**src/rtl/sg_pkg.sv**
```systemverilog
// Shared constants and state encoding for the data segmenter.
package sg_pkg;

   localparam int DATA_W = 64;
   localparam int ADDR_W = 12;
   localparam int DES_W  = 4;
   localparam int PRI_W  = 3;
   localparam int NPORTS = 16;

   typedef enum logic [2:0] {
      IDLE  = 3'd0,
      ARMED = 3'd1,
      HEAD  = 3'd2,
      DATA  = 3'd3,
      DRAIN = 3'd4
   } state_e;

endpackage

```
**src/rtl/data_sg_if.sv**
```systemverilog
// Ingress-side packet stream and SRAM write-request bundle of the segmenter.
interface data_sg_if
   import sg_pkg::*;
();

   logic              busy;
   logic              transfering;
   logic [NPORTS-1:0] eop;
   logic [DATA_W-1:0] data_in;
   logic [ADDR_W-1:0] address_in;
   logic [PRI_W-1:0]  priority_in;
   logic [DES_W-1:0]  des_port_in;

   logic              request;
   logic [PRI_W-1:0]  wr_priority;
   logic [DES_W-1:0]  des_port;
   logic [ADDR_W-1:0] address_write;
   logic [DATA_W-1:0] data_write;

   // Segmenter side: consumes the packet stream, produces write requests.
   modport slave (
      input  busy, transfering, eop, data_in, address_in, priority_in, des_port_in,
      output request, wr_priority, des_port, address_write, data_write
   );

   // Ingress / arbiter side.
   modport master (
      output busy, transfering, eop, data_in, address_in, priority_in, des_port_in,
      input  request, wr_priority, des_port, address_write, data_write
   );

endinterface

```
**src/rtl/data_sg.sv**
```systemverilog
// Data segmenter: turns a streamed packet into one SRAM write request per
// word, addressed sequentially from a base sampled on the first data word.
module data_sg
   import sg_pkg::*;
(
   input  logic      clk,
   input  logic      rst,
   data_sg_if.slave  sg
);

   state_e            state_q, state_d;
   logic [ADDR_W-1:0] idx_q, idx_d;
   logic [ADDR_W-1:0] base_q, base_d;
   logic [PRI_W-1:0]  pri_q, pri_d;
   logic [DES_W-1:0]  des_q, des_d;
   logic              req_q, req_d;
   logic [ADDR_W-1:0] addr_q, addr_d;
   logic [DATA_W-1:0] data_q, data_d;
   logic              last_s;
   state_e            exit_s;

   // Next state, counters and output-stage values for the coming cycle.
   always_comb begin
      state_d = state_q;
      idx_d   = idx_q;
      base_d  = base_q;
      pri_d   = pri_q;
      des_d   = des_q;
      req_d   = 1'b0;
      addr_d  = addr_q;
      data_d  = data_q;
      last_s  = |sg.eop;
      exit_s  = sg.busy ? ARMED : IDLE;

      case (state_q)
         IDLE: begin
            if (sg.busy) begin
               pri_d   = sg.priority_in;
               state_d = ARMED;
            end else begin
               state_d = IDLE;
            end
         end
         ARMED: begin
            if (sg.transfering) begin
               // header cycle: destination is captured here, data follows
               des_d   = sg.des_port_in;
               state_d = sg.busy ? HEAD : IDLE;
            end else begin
               pri_d   = sg.priority_in;
               state_d = sg.busy ? ARMED : IDLE;
            end
         end
         HEAD: begin
            if (sg.transfering) begin
               // first data word: address_in is the base, word 0 lands on it
               base_d  = sg.address_in;
               req_d   = 1'b1;
               addr_d  = sg.address_in;
               data_d  = sg.data_in;
               idx_d   = 12'd1;
               state_d = last_s ? DRAIN : DATA;
            end else begin
               state_d = exit_s;
            end
         end
         DATA: begin
            if (sg.transfering) begin
               req_d   = 1'b1;
               addr_d  = base_q + idx_q;
               data_d  = sg.data_in;
               idx_d   = idx_q + 12'd1;
               state_d = last_s ? DRAIN : DATA;
            end else begin
               // stream dropped without eop: abandon the packet silently
               state_d = exit_s;
            end
         end
         DRAIN: begin
            if (!sg.transfering) begin
               state_d = exit_s;
            end else begin
               state_d = DRAIN;
            end
         end
         default: begin
            state_d = IDLE;
         end
      endcase
   end

   // State, counters and registered outputs; reset clears everything.
   always_ff @(posedge clk) begin
      if (!rst) begin
         state_q <= IDLE;
         idx_q   <= 12'd0;
         base_q  <= 12'd0;
         pri_q   <= 3'd0;
         des_q   <= 4'd0;
         req_q   <= 1'b0;
         addr_q  <= 12'd0;
         data_q  <= 64'd0;
      end else begin
         state_q <= state_d;
         idx_q   <= idx_d;
         base_q  <= base_d;
         pri_q   <= pri_d;
         des_q   <= des_d;
         req_q   <= req_d;
         addr_q  <= addr_d;
         data_q  <= data_d;
      end
   end

   assign sg.request       = req_q;
   assign sg.wr_priority   = pri_q;
   assign sg.des_port      = des_q;
   assign sg.address_write = addr_q;
   assign sg.data_write    = data_q;

endmodule

```
**src/flat_wrapper.sv**
```systemverilog
// flat-port wrapper written by rule: the top's interface ports become plain ports
module data_sg_flat import sg_pkg::*;
  (clk, rst, sg_busy, sg_transfering, sg_eop, sg_data_in, sg_address_in, sg_priority_in, sg_des_port_in, sg_request, sg_wr_priority, sg_des_port, sg_address_write, sg_data_write);
  data_sg_if sg_i ();
  input  logic clk;
  input  logic rst;
  input wire logic [$bits(sg_i.busy)-1:0] sg_busy;
  input wire logic [$bits(sg_i.transfering)-1:0] sg_transfering;
  input wire logic [$bits(sg_i.eop)-1:0] sg_eop;
  input wire logic [$bits(sg_i.data_in)-1:0] sg_data_in;
  input wire logic [$bits(sg_i.address_in)-1:0] sg_address_in;
  input wire logic [$bits(sg_i.priority_in)-1:0] sg_priority_in;
  input wire logic [$bits(sg_i.des_port_in)-1:0] sg_des_port_in;
  output wire logic [$bits(sg_i.request)-1:0] sg_request;
  output wire logic [$bits(sg_i.wr_priority)-1:0] sg_wr_priority;
  output wire logic [$bits(sg_i.des_port)-1:0] sg_des_port;
  output wire logic [$bits(sg_i.address_write)-1:0] sg_address_write;
  output wire logic [$bits(sg_i.data_write)-1:0] sg_data_write;
  assign sg_i.busy = sg_busy;
  assign sg_i.transfering = sg_transfering;
  assign sg_i.eop = sg_eop;
  assign sg_i.data_in = sg_data_in;
  assign sg_i.address_in = sg_address_in;
  assign sg_i.priority_in = sg_priority_in;
  assign sg_i.des_port_in = sg_des_port_in;
  assign sg_request = sg_i.request;
  assign sg_wr_priority = sg_i.wr_priority;
  assign sg_des_port = sg_i.des_port;
  assign sg_address_write = sg_i.address_write;
  assign sg_data_write = sg_i.data_write;
  data_sg u_core (.clk(clk), .rst(rst), .sg(sg_i));
endmodule
```
**config.mk**
```make
export PLATFORM = sky130hd
export DESIGN_NAME = data_sg_flat
export DESIGN_NICKNAME = d
export VERILOG_FILES = /design/src/rtl/sg_pkg.sv /design/src/rtl/data_sg_if.sv /design/src/rtl/data_sg.sv /design/src/flat_wrapper.sv
export SDC_FILE = /design/constraint.sdc
export NUM_CORES = 1
export LEC_CHECK = 0
export CAP_MARGIN = 20
export CORE_ASPECT_RATIO = 1.2
export CORE_MARGIN = 5
export CORE_UTILIZATION = 33
export CTS_BUF_LIST = sky130_fd_sc_hd__clkbuf_8 sky130_fd_sc_hd__clkbuf_16
export CTS_CLUSTER_DIAMETER = 30
export CTS_CLUSTER_SIZE = 14
export DETAILED_ROUTE_END_ITERATION = 7
export PLACE_DENSITY_LB_ADDON = 0.05
export SLEW_MARGIN = 15
export SYNTH_ARGS = -nofsm -noshare
export SYNTH_HDL_FRONTEND = slang
export SYNTH_SLANG_ARGS = --single-unit
```
**constraint.sdc**
```tcl
create_clock -name clk -period 5 [get_ports clk]
set_clock_uncertainty 0.2 [all_clocks]
set_input_delay 1 -clock clk [delete_from_list [all_inputs] [get_ports clk]]
set_output_delay 1 -clock clk [all_outputs]
set_load 0.005 [all_outputs]
```
# After elaboration in Yosys (flattened, before gate mapping)
# Index checks and enable logic that the tools add are counted.
# totals
latch_bits	0
out_inout_bits	84
elab_cells	46
reg_bits	111
ram_bits	0
memories	0
romBits	0
# op_classes
n_mux	17
n_eq_ne	8
addsub	2
bitwise	0
order_cmp	0
multipliers	0
div_mod_pow	0
n_shift	0
n_reduce_logical	11
# op_table
operator	count
two-way mux 12 bit	4
one-hot mux 12 bit (2 select lines)	2
two-way mux 3 bit	6
OR reduction 16 bit	1
adder 12 x 1 -> 12 bit, second input constant	1
adder 12 bit	1
one-hot mux 3 bit (4 select lines)	1
inequality test 2 bit, second input constant	4
AND reduction 2 bit	4
== test 3 x 2 -> 1 bit, second input constant	2
one-hot mux 3 bit (2 select lines)	1
AND reduction 3 bit	2
nonzero test 2 bit	2
== test 3 x 1 -> 1 bit, second input constant	1
== test 3 bit, second input constant	1
logical NOT 3 bit	1
two-way mux 1 bit	2
two-way mux 2 bit	1
OR reduction 2 bit	1

# Depth between registers and ports, before layout
# depth
ltp_word	4
mapped_depth	9
depth_no_buf	9

# Worst setup path after synthesis
# No wires, ideal clock.
# synth_timing
kind	flip-flop to flip-flop
start	register u_core.idx_q[0]
end	register u_core.addr_q[10], in the netlist u_core.sg.address_write[10]
period_less_slack_ns	2.282
setup_ns	0.065
arrival_ns	2.017
path_buffers	0
path_stages_with_launch	10
setup_slack_ns	2.718
cell_sequence	dfxtp_1 -> ha_1 -> inv_1 -> fa_1 -> nand2b_1 -> a21oi_1 -> a211oi_2 -> o21ai_0 -> mux2_2 -> nor2_1
# synth_between
elab_chain_len	3
# synth_lines
element	line_no	text
from (decl)	data_sg.sv:12	logic [ADDR_W-1:0] idx_q, idx_d;
from (signal assigned)	data_sg.sv:105	idx_q <= idx_d;
adder 12 bit	data_sg.sv:70	addr_d = base_q + idx_q;
two-way mux 12 bit	data_sg.sv:68	if (sg.transfering) begin
one-hot mux 12 bit (2 select lines)	data_sg.sv:35	case (state_q)
to (signal assigned)	data_sg.sv:110	addr_q <= addr_d;
to (decl)	data_sg.sv:17	logic [ADDR_W-1:0] addr_q, addr_d;
# No other way between the ends. The select of a mux whose other input is x is not followed.
# A chain may end at the register's enable or synchronous reset.

# Worst setup path after layout
# layout_timing
start	input port sg_transfering
end	register u_core.addr_q[10], in the netlist u_core.sg.address_write[10]
# layout_between
elab_chain_len	2
elab_cells_between_ends	3
cone_classes	eq/ne (2); reduce/logical (1)
# layout_lines
element	line_no	text
from (decl)	flat_wrapper.sv:8	input wire logic [$bits(sg_i.transfering)-1:0] sg_transfering;
inequality test 2 bit (no line)	-	
AND reduction 3 bit (no line) (*)	-	
# Every way passes the cells marked *; elsewhere a longest branch is shown, timed or not.

==> results.md <==
- Initial Utilization: between 30 and 40%
- Gr busiest metal: met2
- DR vias: roughly 4400
- Vias/cell: between 4 and 5
- Final slew viol count: 0
- Layout area overhead: 46.4%
- Grt met1 use: between 10% and 20%
- WL final: 13.9 mm
- Worst vdd ir: about 0.00014 V
- Die Wd: between 100 and 150 um
- Outcome: complete, no violations
- Multi-input logic area: 2460 sq um
- Worst path buffer plus inverter count: 2
- Synth async-reset ratio: 0%
- First-pass GRT wire length: between 20 and 25 mm
- DP HPWL: about 10 mm
- Vias in the first global route: between 4000 and 5000
- Seq/Total Area, Yosys: between 40 and 50%
- Worst-path maximum fanout: 58
- Routed WL per cell: 14.8 um
- Core ar.: 14500 sq um
- Worst Max-Slew Pin Slew: 0.940 ns
- Clock-pin slew on the worst setup and hold paths: ~0.070 ns
- Share of layout cells above drive strength 1: 4.30%
- Ys Warns: 0
- Fillers: roughly 1400
- Worst rel slew slack: 37.3%
- Largest net degree at the start of global routing: 60
- Yosys top cell by area: dfxtp_1
- Post-synthesis net count: slightly below 700
- Gates resized, CTS repair: 0
- Clk buf depth: 2
- Tot GR Track Use: between 15 and 20%
- IO Pins: approximately 190
- Switch Pwr: between 0.3 and 0.4 mW
- Flop pwr share: about 50%
- Antenna viol nets, final: 0
- M2 GR Usage: between 20% and 30%
- Arrival time of the worst setup path: approximately 3.2 ns
- # setup viols final: 0
- Reg2reg path depth: 9
- Clk_lat worst skew: 0.35 ns
- Hold path depth: 2
- Most frequent cells in the layout: 185 x nand2_1, 185 x clkdlybuf4s50_1, 111 x dfxtp_1, 76 x a21boi_0, 19 x nor2_1
- Met3 usage: under 10%
- Worst hold margin: about 0.26 ns
- Pwr dens: approximately 250 nW/um^2
- NumNets Final: around 860
- Setup Fix Bufs, Post-CTS: 0
- Initial antenna violation count: 0
- Synth Flop Type: dfxtp_1
- Row cnt: 48
- Top-area cell type share of the netlist area: 45.6%
- Slowest CP cell: clkdlybuf4s50_1
- CP Data Required Time: about 5 ns
- Top cells by area, synth: dfxtp_1 46%, nand2_1 14%, a21boi_0 12%
- Reg2reg start: u_core.idx_q[0]
- Flops & latches, synth: between 100 and 150
- Leak: between 2 and 3 nW
- Worst setup margin: around 1.9 ns
- CP endpoint kind: flip-flop
- Worst r2r dst: u_core.sg.address_write[10]
- Clk sinks: 111
- Placement Setup Slack: roughly 1.5 ns
- Die area: approximately 17000 sq um
- Crit path time final: 3.13 ns
- Clk network pwr share: approximately two fifths
- Internal cell power: around 1.4 mW
- R2r setup slk: roughly 2.4 ns
- I/O Buffers: between 150 and 200
- Delay-heaviest family, CP: simple AND/OR/NAND/NOR gates
- Setup_tns: 0 ns
- Peak Freq: ~320 MHz
- TritonCTS clock tree: done
- Num CTS Buffers: 9
- CTS root buf: clkbuf_16
- Residual DRC count: 0
- Critical path cell sequence: clkdlybuf4s50_1 > nand3b_4 > buf_4 > nand2_1 > nand2_4 > or4_1 > o2111ai_1 > nor2_1
- DIE HEIGHT: 143 um
- Syn_area_per_cell: between 8 and 9 sq um
- Mapped Cells: ~580
- Global route overflow: 0
- 1st-iter DRT viols: approximately 160
- Min-Delay Startpoint: u_core.sg.data_write[46]
- Hold Fails Final Rpt: 0
- Maximum Capacitance Violations: 0
- RSZ-0062 raised after global routing: false
- Critical path's largest stage delay: ~0.57 ns
- CTS Hold Bufs: 0
- Hold WC Path Type: flip-flop to flip-flop
- CP Launch Type: input port
- Setup CP Type: input port to flip-flop
- Drt pass-1 iters: 4
- Synth Cell Area: 4880 sq um
- Register area: 2220 sq um
- Switching share of total power: 22.3%
- Final worst-path cycle share: between 60 and 70%
- Htree depth: 3
- Ant. Diodes: 0
- Cell variety after synth: around 50
- GPL Wtd Cong: approximately 0.84
- Final Util: between 40% and 50%
- Worst min-delay path endpoint: u_core.sg.data_write[46]
- Post-synth EDFFs: 0
- Gate power share: 8.2%
==> per-stage QoR <==
| stage | std cells | power, mW | instance area (sq um) |
|---|---|---|---|
| after global routing | 945 | 1.85 | 7140 |
| after floorplan | 575 | 0.961 | 4880 |
| after global placement | 929 | 1.07 | 6840 |
| final | 945 | 1.78 | 7140 |
| after CTS | 945 | 1.81 | 7140 |
| after detailed placement | 929 | 1.07 | 6840 |
==> tightest hold or removal path, cell delays in order, from the launching register on <==
cell and delay, ns:
dfxtp_1 0.31, nand2_1 0.04, a21boi_0 0.06
==> registers in the layout, indices dropped and copies added (netlist names) <==
register,flops
u_core.sg.request,1
u_core.sg.des_port,4
u_core.base_q,12
u_core.sg.address_write,12
u_core.idx_q,12
u_core.sg.wr_priority,3
u_core.state_q,3
u_core.sg.data_write,64
==> layer usage <==
layer	vias up	routed length, um
met4	0	425
met5	-	0
met2	135	6680
met1	2007	5460
li1	2252	-
met3	27	1370
==> cells in the mapped netlist, drive strengths merged, types with 5 or more instances <==
library cell	instances
buf	17
inv	5
nor3	7
nand2	186
dfxtp	111
xnor2	6
nor2b	9
o211ai	6
ha	12
clkbuf	19
a21oi	17
nor2	20
mux2i	9
o21ai	13
xor2	11
a21boi	76
or3	10
==> layout make-up <==
class                           count  area share (%)
Multi-Input combinational cell    423            34.5
Sequential cell                   111            31.1
Timing Repair Buffer              190            26.4
Tap cell                          200            3.50
Clock buffer                        9            3.15
Clock inverter                      7            1.03
Inverter                            5           0.263
==> power by group through the flow <==
stage | combinational, mW | clock (mW) | sequential, mW
after detailed placement | 0.147 | 0 | 0.920
after global placement | 0.146 | 0 | 0.920
after CTS | 0.148 | 0.760 | 0.899
after floorplan | 0.0438 | 0 | 0.917
after global routing | 0.157 | 0.796 | 0.900
final | 0.146 | 0.736 | 0.899
==> worst max path at each step <==
stage / startpoint / end / cells after the start
after floorplan: u_core.idx_q[0] / u_core.sg.address_write[10] / 9
after global routing: sg_transfering / u_core.sg.address_write[10] / 8
after global placement: sg_transfering / u_core.sg.address_write[10] / 8
after detailed placement: sg_transfering / u_core.sg.address_write[10] / 8
final: sg_transfering / u_core.sg.address_write[10] / 8
after CTS: sg_transfering / u_core.sg.address_write[10] / 8
==> cell families (layout without fill, tap and decap cells) <==
family,count (synthesis),count (layout),synth area share (%)
xor+xnor,17,17,3.05
simple gates,254,254,23.1
flops,111,111,45.6
fa+ha+maj,13,13,3.49
mux,10,10,2.08
compound gates,129,129,18.8
buf+inv,41,211,3.92
Power figures use the tool's default switching activity.
